--- src/rtl/packet_loader.sv ---
// packet_loader: 1-bit serial frames -> four DEPTH-slot FIFO images; define PARITY_CHECK_EN for a trailing parity bit.
// Latency 0 (stored on the D0/P sampling edge); no backpressure: frames aimed at a full buffer are dropped and counted.
module packet_loader #(
   parameter int DEPTH  = 6,
   parameter int DATA_W = 2,
   parameter int CNT_W  = 8
) (
   input  logic                        clk,
   input  logic                        rst,
   input  logic                        bit_in,
   input  logic [3:0]                  pop,
   output logic [DEPTH*(DATA_W+1)-1:0] buffer1_o,
   output logic [DEPTH*(DATA_W+1)-1:0] buffer2_o,
   output logic [DEPTH*(DATA_W+1)-1:0] buffer3_o,
   output logic [DEPTH*(DATA_W+1)-1:0] buffer4_o,
   output logic [3:0]                  full,
   output logic [3:0]                  empty,
   output logic                        wr_stb,
`ifdef PARITY_CHECK_EN
   output logic [CNT_W-1:0]            par_err_cnt,
`endif
   output logic [CNT_W-1:0]            drop_cnt
);

   localparam int SW = DATA_W + 1;
   localparam int CW = $clog2(DEPTH + 1);
   localparam logic [CW-1:0] DEPTH_C = CW'(DEPTH);

   typedef enum logic [2:0] {IDLE, ID1, ID0, D1, D0, PAR} state_t;

   state_t        state;
   logic [1:0]    id_q;
   logic          d1_q;
`ifdef PARITY_CHECK_EN
   logic          d0_q;
`endif

   logic [SW-1:0] slot     [4][DEPTH];
   logic [SW-1:0] nxt_slot [4][DEPTH];
   logic [CW-1:0] cnt      [4];
   logic [CW-1:0] nxt_cnt  [4];
   logic          frame_done;
   logic          frame_ok;
   logic          any_wr;
   logic          any_drop;
   logic [SW-1:0] new_slot;

   always_ff @(posedge clk or posedge rst) begin
      if (rst) begin
         state <= IDLE;
         id_q  <= '0;
         d1_q  <= 1'b0;
`ifdef PARITY_CHECK_EN
         d0_q  <= 1'b0;
`endif
      end else begin
         case (state)
            IDLE: if (bit_in) state <= ID1;
            ID1: begin
               id_q[1] <= bit_in;
               state   <= ID0;
            end
            ID0: begin
               id_q[0] <= bit_in;
               state   <= D1;
            end
            D1: begin
               d1_q  <= bit_in;
               state <= D0;
            end
`ifdef PARITY_CHECK_EN
            D0: begin
               d0_q  <= bit_in;
               state <= PAR;
            end
            PAR:     state <= IDLE;
`else
            D0:      state <= IDLE;
`endif
            default: state <= IDLE;
         endcase
      end
   end

`ifdef PARITY_CHECK_EN
   assign frame_done = (state == PAR);
   assign frame_ok   = ~^{id_q, d1_q, d0_q, bit_in};
   assign new_slot   = {d1_q, d0_q, 1'b1};
`else
   assign frame_done = (state == D0);
   assign frame_ok   = 1'b1;
   assign new_slot   = {d1_q, bit_in, 1'b1};
`endif

   // Pop is applied before the write, so a full buffer popped on the write edge still accepts it.
   always_comb begin
      nxt_slot = slot;
      nxt_cnt  = cnt;
      any_wr   = 1'b0;
      any_drop = 1'b0;
      for (int k = 0; k < 4; k++) begin
         if (pop[k] && (cnt[k] != '0)) begin
            for (int i = 0; i < DEPTH - 1; i++) begin
               nxt_slot[k][i] = slot[k][i+1];
            end
            nxt_slot[k][DEPTH-1] = '0;
            nxt_cnt[k] = cnt[k] - 1'b1;
         end
         if (frame_done && frame_ok && (id_q == 2'(k))) begin
            if (nxt_cnt[k] != DEPTH_C) begin
               for (int i = 0; i < DEPTH; i++) begin
                  if (CW'(i) == nxt_cnt[k]) nxt_slot[k][i] = new_slot;
               end
               nxt_cnt[k] = nxt_cnt[k] + 1'b1;
               any_wr     = 1'b1;
            end else begin
               any_drop = 1'b1;
            end
         end
      end
   end

   always_ff @(posedge clk or posedge rst) begin
      if (rst) begin
         for (int k = 0; k < 4; k++) begin
            for (int i = 0; i < DEPTH; i++) begin
               slot[k][i] <= '0;
            end
            cnt[k] <= '0;
         end
         full     <= '0;
         empty    <= '1;
         wr_stb   <= 1'b0;
         drop_cnt <= '0;
      end else begin
         for (int k = 0; k < 4; k++) begin
            for (int i = 0; i < DEPTH; i++) begin
               slot[k][i] <= nxt_slot[k][i];
            end
            cnt[k]   <= nxt_cnt[k];
            full[k]  <= (nxt_cnt[k] == DEPTH_C);
            empty[k] <= (nxt_cnt[k] == '0);
         end
         wr_stb <= any_wr;
         if (any_drop && (drop_cnt != '1)) drop_cnt <= drop_cnt + 1'b1;
      end
   end

`ifdef PARITY_CHECK_EN
   always_ff @(posedge clk or posedge rst) begin
      if (rst) begin
         par_err_cnt <= '0;
      end else if (frame_done && !frame_ok && (par_err_cnt != '1)) begin
         par_err_cnt <= par_err_cnt + 1'b1;
      end
   end
`endif

   for (genvar i = 0; i < DEPTH; i++) begin : g_out
      assign buffer1_o[SW*i +: SW] = slot[0][i];
      assign buffer2_o[SW*i +: SW] = slot[1][i];
      assign buffer3_o[SW*i +: SW] = slot[2][i];
      assign buffer4_o[SW*i +: SW] = slot[3][i];
   end

endmodule
--- config.mk ---
export PLATFORM = sky130hd
export DESIGN_NAME = packet_loader
export DESIGN_NICKNAME = d
export VERILOG_FILES = /design/src/rtl/packet_loader.sv
export SDC_FILE = /design/constraint.sdc
export NUM_CORES = 1
export LEC_CHECK = 0
export ABC_CLOCK_PERIOD_IN_PS = 7500
export BUFFER_PORTS_ARGS = -buffer_cell sky130_fd_sc_hd__buf_2
export CAP_MARGIN = 0
export CORE_UTILIZATION = 50
export CTS_CLUSTER_SIZE = 40
export DETAILED_ROUTE_END_ITERATION = 12
export PLACE_DENSITY = 0.73
export SLEW_MARGIN = 30
export SYNTH_ARGS = -nofsm -noshare
export SYNTH_HDL_FRONTEND = slang
export SYNTH_SLANG_ARGS = --single-unit
--- constraint.sdc ---
create_clock -name clk -period 7.5 [get_ports clk]
set_clock_uncertainty 0.05 [all_clocks]
set_input_delay 0.375 -clock clk [delete_from_list [all_inputs] [get_ports clk]]
set_output_delay 0.375 -clock clk [all_outputs]
set_load 0.005 [all_outputs]
After elaboration in Yosys (flattened, before gate mapping)
Cells that the tools add are included.
{ "word_totals": {"ff_bits": 107, "elab_cells": 171, "output_inout_bits": 89, "in_bits": 7} }
{ "op_classes": {"muxes": 66, "n_addsub": 9, "n_reduce_logical": 23, "eq_ne": 37} }
{ "op_table": {"columns": ["operator", "count"], "rows": [
  ["2-to-1 mux 18 bit", 12],
  ["2-to-1 mux 3 bit", 37],
  ["zero test 3 bit", 9],
  ["equality test 2 x 3 -> 1 bit, first input constant", 8],
  ["equality test 3 bit, first input constant", 8],
  ["2-to-1 mux 1 bit", 16],
  ["equality test 3 bit, second input constant", 5],
  ["adder 3 x 1 -> 3 bit, second input constant", 4],
  ["equality test 1 x 3 -> 1 bit, first input constant", 4],
  ["!= test 3 bit, second input constant", 4],
  ["one-hot mux 3 bit (4 select lines)", 1],
  ["nonzero test 3 bit", 4],
  ["subtractor 3 x 1 -> 3 bit, second input constant", 4],
  ["logical AND 1 bit", 9],
  ["adder 8 x 1 -> 8 bit, second input constant", 1],
  ["!= test 8 bit, second input constant", 1],
  ["equality test 3 x 2 -> 1 bit, second input constant", 2],
  ["equality test 2 bit, second input constant", 2],
  ["equality test 3 x 1 -> 1 bit, second input constant", 1],
  ["equality test 2 x 1 -> 1 bit, second input constant", 1],
  ["zero test 2 bit", 1],
  ["!= test 2 bit, second input constant", 1]
]} }

Longest topological paths before layout
{ "depth": {"depth_word": 13, "ltp_mapped": 12, "ltp_nobuf": 12} }

Worst setup path after synthesis
Ideal clock, no wire load.
{ "synth_timing": {"kind": "register to register", "startpoint": "reg cnt[9] (netlist name)", "endpoint": "reg drop_cnt[1]", "setup_ns": 0.125, "arrival_time_ns": 2.485, "stages_incl_launch_ff": 11, "t_required_ns": 7.325, "n_path_buf": 1, "period_less_slack_ns": 2.659, "slack_ns": 4.841, "path_cell_list": "dfrtp_1 > inv_1 > ha_1 > inv_1 > o21ai_1 > buf_2 > mux2i_1 > ha_1 > o2111ai_1 > a41oi_4 > mux2_2"} }
{ "synth_between": {"elab_chain_cells": 13, "elab_cells_between_ends": 14, "classes_between": "1 x add/sub; 1 x eq/ne; 9 x mux; 3 x reduce/logical"} }
{ "synth_lines": {"columns": ["item", "line_no", "source"], "rows": [
  ["start: declaration", "40", "logic [CW-1:0] cnt [4];"],
  ["start signal: indexed assignment", "140", "cnt[k] <= nxt_cnt[k];"],
  ["branches (longest 2 deep; another with subtractor 3 x 1 -> 3 bit)", null, null],
  ["2-to-1 mux 3 bit (*)", "102", "if (pop[k] && (cnt[k] != '0)) begin"],
  ["!= test 3 bit (*)", "110", "if (nxt_cnt[k] != DEPTH_C) begin"],
  ["2-to-1 mux 1 bit (*)", "110", null],
  ["2-to-1 mux 1 bit (*)", "109", "if (frame_done && frame_ok && (id_q == 2'(k))) begin"],
  ["2-to-1 mux 1 bit", "110", null],
  ["2-to-1 mux 1 bit (*)", "109", null],
  ["2-to-1 mux 1 bit", "110", null],
  ["2-to-1 mux 1 bit (*)", "109", null],
  ["2-to-1 mux 1 bit", "110", null],
  ["2-to-1 mux 1 bit (*)", "109", null],
  ["logical AND 1 bit (*)", "145", "if (any_drop && (drop_cnt != '1)) drop_cnt <= drop_cnt + 1'b1;"],
  ["end signal: assignment", "145", null],
  ["end: declaration", "22", "output logic [CNT_W-1:0] drop_cnt"]
]} }
Mark *: on every way between the ends.
A chain may end at the register's enable or synchronous reset.

Worst setup path in the final report
Same ends and word-level chain as after synthesis.

==> report_table.html <==
<table>
<tr><th>Metric</th><th>Value</th></tr>
<tr><th colspan="2">Timing</th></tr>
<tr><td>Final count of hold timing violations</td><td>0</td></tr>
<tr><td>Time the worst path needs with I/O delays and setup</td><td>around 3300 ps</td></tr>
<tr><td>Final setup violation count</td><td>0</td></tr>
<tr><td>Timing-limited maximum frequency</td><td>around 300 MHz</td></tr>
<tr><td>Max-slew headroom at the worst pin</td><td>a little over two fifths</td></tr>
<tr><td>Post-route setup TNS</td><td>0 ps</td></tr>
<tr><td>Crit share post-route</td><td>between 40% and 50%</td></tr>
<tr><td>Final slew viol count</td><td>0</td></tr>
<tr><td>Least-Margin Pin Slew</td><td>866.9 ps</td></tr>
<tr><td>RSZ-0062 raised after global routing</td><td>false</td></tr>
<tr><th colspan="2">Synthesis</th></tr>
<tr><td>Synthesized netlist net count</td><td>between 500 and 600</td></tr>
<tr><td>Post-synth ARST share</td><td>100.0%</td></tr>
<tr><td>EDFF count, synth</td><td>0</td></tr>
<tr><td>Primary flip-flop cell chosen by synthesis mapping</td><td>sky130_fd_sc_hd__dfrtp_1</td></tr>
<tr><td>Synthesized instance count</td><td>between 400 and 500</td></tr>
<tr><td>Post-synthesis area per instance</td><td>around 11 sq um</td></tr>
<tr><td>Number of synthesis warnings</td><td>0</td></tr>
<tr><td>Synth Register Bits</td><td>107</td></tr>
<tr><td>Post-synthesis cell type count</td><td>43</td></tr>
<tr><td>Mapped cell area</td><td>approximately 5300 sq um</td></tr>
<tr><td>Sequential cell area fraction in the yosys report</td><td>approximately 50%</td></tr>
<tr><th colspan="2">Route</th></tr>
<tr><td>Remaining antenna violation count after routing</td><td>0</td></tr>
<tr><td>Number of remaining DRC errors</td><td>0</td></tr>
<tr><td>First-pass iteration count of the detailed router</td><td>4</td></tr>
<tr><td>Via count</td><td>3800</td></tr>
<tr><td>Vias per Instance</td><td>5.285</td></tr>
<tr><td>Routed wirelength normalized by instance count</td><td>around 15 microns</td></tr>
<tr><td>Final wirelength</td><td>between 10000 and 15000 microns</td></tr>
<tr><td>Number of DRC violations after detailed-routing iteration 0</td><td>around 190</td></tr>
<tr><th colspan="2">GRT</th></tr>
<tr><td>Overall routing resource usage</td><td>20.26%</td></tr>
<tr><td>Maximum number of pins on one net before global-route repair</td><td>just under 70</td></tr>
<tr><td>Via count of the first global-routing pass</td><td>3699</td></tr>
<tr><td>Global-route wire length before repair</td><td>17680 microns</td></tr>
<tr><td>Global route overflow</td><td>0</td></tr>
<tr><td>Antenna violations before repair</td><td>0</td></tr>
<tr><th colspan="2">Placement</th></tr>
<tr><td>Detailed placement HPWL</td><td>around 7800 microns</td></tr>
<tr><td>Number of instances in the placed design</td><td>roughly 700</td></tr>
<tr><td>PortBufs</td><td>95</td></tr>
<tr><td>Post-detailed-placement cell area</td><td>slightly below 6000 sq um</td></tr>
<tr><td>Routability Congestion</td><td>0.8130</td></tr>
<tr><th colspan="2">Clocking</th></tr>
<tr><td>CTS tree</td><td>yes</td></tr>
<tr><td>TritonCTS buffer count</td><td>9</td></tr>
<tr><td>Quantity of gates resized following cts</td><td>0</td></tr>
<tr><td>Buffer levels on the longest clock path</td><td>2</td></tr>
<tr><td>Latest clock arrival within the worst-skew pair</td><td>between 300 and 400 ps</td></tr>
<tr><td>H-tree depth</td><td>3</td></tr>
<tr><td>Sink count of the clock tree</td><td>roughly 110</td></tr>
<tr><td>Master cell of the clock root buffer</td><td>sky130_fd_sc_hd__clkbuf_8</td></tr>
<tr><td>Clock edge transition at the registers on the reported setup and hold paths</td><td>100 ps</td></tr>
<tr><th colspan="2">Worst setup path</th></tr>
<tr><td>Start-to-end type of the worst setup path</td><td>flip-flop to flip-flop</td></tr>
<tr><td>Critical path cell sequence</td><td>inv_1 -&gt; ha_1 -&gt; inv_1 -&gt; o21ai_4 -&gt; mux2i_1 -&gt; ha_1 -&gt; o2111ai_1 -&gt; a41oi_4 -&gt; mux2_2</td></tr>
<tr><td>Max FO, Critical Path</td><td>20</td></tr>
<tr><td>Data required time of the worst path</td><td>between 7000 and 8000 ps</td></tr>
<tr><td>Slowest CP cell</td><td>sky130_fd_sc_hd__o21ai_4</td></tr>
<tr><td>Endpoint kind of the worst setup timing path</td><td>flip-flop</td></tr>
<tr><td>Delay of the slowest cell on the worst path</td><td>approximately 630 ps</td></tr>
<tr><td>R2R Setup Slk</td><td>~4200 ps</td></tr>
<tr><td>Crit start category</td><td>flip-flop</td></tr>
<tr><td>CP arrival</td><td>3480 ps</td></tr>
<tr><th colspan="2">Floorplanning</th></tr>
<tr><td>Number of primary I/O pins</td><td>between 90 and 100</td></tr>
<tr><td>Floorplan Core Area</td><td>~10000 sq um</td></tr>
<tr><td>Overall die height</td><td>approximately 110 microns</td></tr>
<tr><td>Site row count</td><td>37</td></tr>
<tr><td>Starting density of the core</td><td>between 50% and 60%</td></tr>
<tr><td>Chip Width</td><td>between 100 and 150 microns</td></tr>
<tr><td>Total Die Area</td><td>about 11000 sq um</td></tr>
<tr><th colspan="2">Final layout</th></tr>
<tr><td>Area growth from synthesis to layout</td><td>16.24%</td></tr>
<tr><td>Final design area excluding fillers</td><td>about 6200 sq um</td></tr>
<tr><td>Number of nets in the final layout</td><td>615</td></tr>
<tr><td>Fill cell count</td><td>roughly 860</td></tr>
<tr><td>Leading cell type in the layout, fill and taps excluded</td><td>sky130_fd_sc_hd__dfrtp_1</td></tr>
<tr><td>Area used by multi-input combinational logic</td><td>between 2000 and 3000 sq um</td></tr>
<tr><td>Final standard cell count with taps included and fillers excluded</td><td>between 700 and 800</td></tr>
<tr><td>Number of diodes</td><td>0</td></tr>
<tr><td>Commonest non-fill, non-tap cells in the layout</td><td>sky130_fd_sc_hd__dfrtp_1, sky130_fd_sc_hd__buf_2, sky130_fd_sc_hd__mux2i_1</td></tr>
<tr><td>Layout cell share with drive strength beyond 1</td><td>a little under a quarter</td></tr>
<tr><td>Footprint of the flip-flops and latches</td><td>2683 sq um</td></tr>
<tr><th colspan="2">Flow run</th></tr>
<tr><td>Number of maximum-capacitance constraint violations</td><td>0</td></tr>
<tr><th colspan="2">Power</th></tr>
<tr><td>Cell area power density</td><td>approximately 320 nW/um^2</td></tr>
<tr><td>IR drop worst, VDD</td><td>145.7 uV</td></tr>
<tr><td>Leakage power figure</td><td>~3.7 nW</td></tr>
<tr><th colspan="2">Status</th></tr>
<tr><td>Outcome</td><td>complete, no violations</td></tr>
<tr><th colspan="2">Min path</th></tr>
<tr><td>Min-delay worst type</td><td>input pin to flip-flop</td></tr>
</table>
==> repair_timing <==
action                                 CTS  global route
setup buffers                            0             0
endpoints found under the hold margin   37             0
hold buffers                             1             0
==> layer usage <==
layer,wire (microns),up-vias,global-route usage [%]
li1,-,1865,-
met4,283,0,9.859
met1,4992,1836,26.53
met3,388,18,3.493
met5,0,-,0
met2,5131,81,32.64
==> synth_stat cells, types with 2 or more instances <==
master	count	area, sq um
sky130_fd_sc_hd__buf_2	5	25.02
sky130_fd_sc_hd__nor4bb_1	3	30.03
sky130_fd_sc_hd__and4bb_2	2	25.02
sky130_fd_sc_hd__xor2_1	2	17.52
sky130_fd_sc_hd__o21ai_0	11	55.05
sky130_fd_sc_hd__clkbuf_1	4	15.01
sky130_fd_sc_hd__o2111ai_1	3	26.28
sky130_fd_sc_hd__mux2i_1	87	870.8
sky130_fd_sc_hd__and3_1	7	43.79
sky130_fd_sc_hd__or2_2	2	12.51
sky130_fd_sc_hd__xnor2_1	13	113.9
sky130_fd_sc_hd__dfstp_2	4	105.1
sky130_fd_sc_hd__nand3_1	21	105.1
sky130_fd_sc_hd__o22ai_1	4	25.02
sky130_fd_sc_hd__dfrtp_1	103	2577
sky130_fd_sc_hd__inv_1	28	105.1
sky130_fd_sc_hd__a21boi_0	5	37.54
sky130_fd_sc_hd__nand2_2	2	12.51
sky130_fd_sc_hd__nand3b_1	4	30.03
sky130_fd_sc_hd__nor2_1	34	127.6
sky130_fd_sc_hd__nand4_1	5	31.28
sky130_fd_sc_hd__nand2_1	51	191.4
sky130_fd_sc_hd__nor3_1	3	15.01
sky130_fd_sc_hd__ha_1	29	362.9
sky130_fd_sc_hd__o21ai_1	2	10.01
sky130_fd_sc_hd__a21oi_1	29	145.1
sky130_fd_sc_hd__buf_4	3	22.52
sky130_fd_sc_hd__and2_2	2	15.01
==> state kept, by name, summed over array words and instances (netlist names) <==
name / flops
drop_cnt: 8
buffer1_o: 18
wr_stb: 1
empty: 4
d1_q: 1
state: 3
buffer3_o: 18
id_q: 2
buffer4_o: 18
cnt: 12
full: 4
buffer2_o: 18
==> report_power, final <==
part           internal (mW)  switching (mW)  leakage [nW]
clock network          0.194           0.189         0.108
logic                  0.312           0.445          2.11
registers              0.703           0.102          1.44
==> final cells by class <==
| type | count | area share (%) |
|---|---|---|
| Clock inverter | 5 | 1.255 |
| Multi-Input combinational cell | 336 | 40.64 |
| Timing Repair Buffer | 97 | 7.977 |
| Sequential cell | 107 | 43.41 |
| Tap cell | 136 | 2.754 |
| Inverter | 28 | 1.741 |
| Clock buffer | 10 | 2.227 |
==> stage by stage <==
step	power (mW)	hold slack, ps	util (%)	setup slack, ps
floorplan	1.339	411.7	-	4264
global placement	1.518	379.6	57.39	4123
detailed placement	1.572	387.5	57.68	4295
CTS	1.964	377.3	59.86	4278
global route	2.093	400.9	59.86	4021
finish	1.947	385.2	59.86	4238
==> path summary, 6_finish.rpt <==
path | endpoint | depth (start not counted) | from
setup / recovery | drop_cnt[1]$_DFFE_PP0P_ | 9 | cnt[9]$_DFF_PP0_
hold / removal | buffer1_o[4]$_DFF_PP0_ | 3 | bit_in
setup reg to reg | drop_cnt[1]$_DFFE_PP0P_ | 9 | cnt[9]$_DFF_PP0_
hold reg to reg | buffer3_o[15]$_DFF_PP0_ | 2 | buffer3_o[15]$_DFF_PP0_
max in group asynchronous | buffer1_o[14]$_DFF_PP0_ | 4 | rst
min in group asynchronous | drop_cnt[1]$_DFFE_PP0P_ | 3 | rst
==> cells by family (layout without fill, tap and decap cells) <==
kind of cell	after synthesis	after routing	share of synthesized area, %
compound gates	59	59	6.825
xor+xnor	15	15	2.471
fa+ha+maj	29	29	6.825
buf+inv	40	140	3.153
flops	107	107	50.46
mux	88	88	16.59
simple gates	145	145	13.67
==> worst max-delay path: cells and delay by family, from the launching register on <==
family	cells	cell delay [ps]
flops	1	370
buf+inv	2	180
mux	2	880
fa+ha+maj	2	480
compound gates	3	1200
No activity file was read; power rests on OpenSTA's default activity.
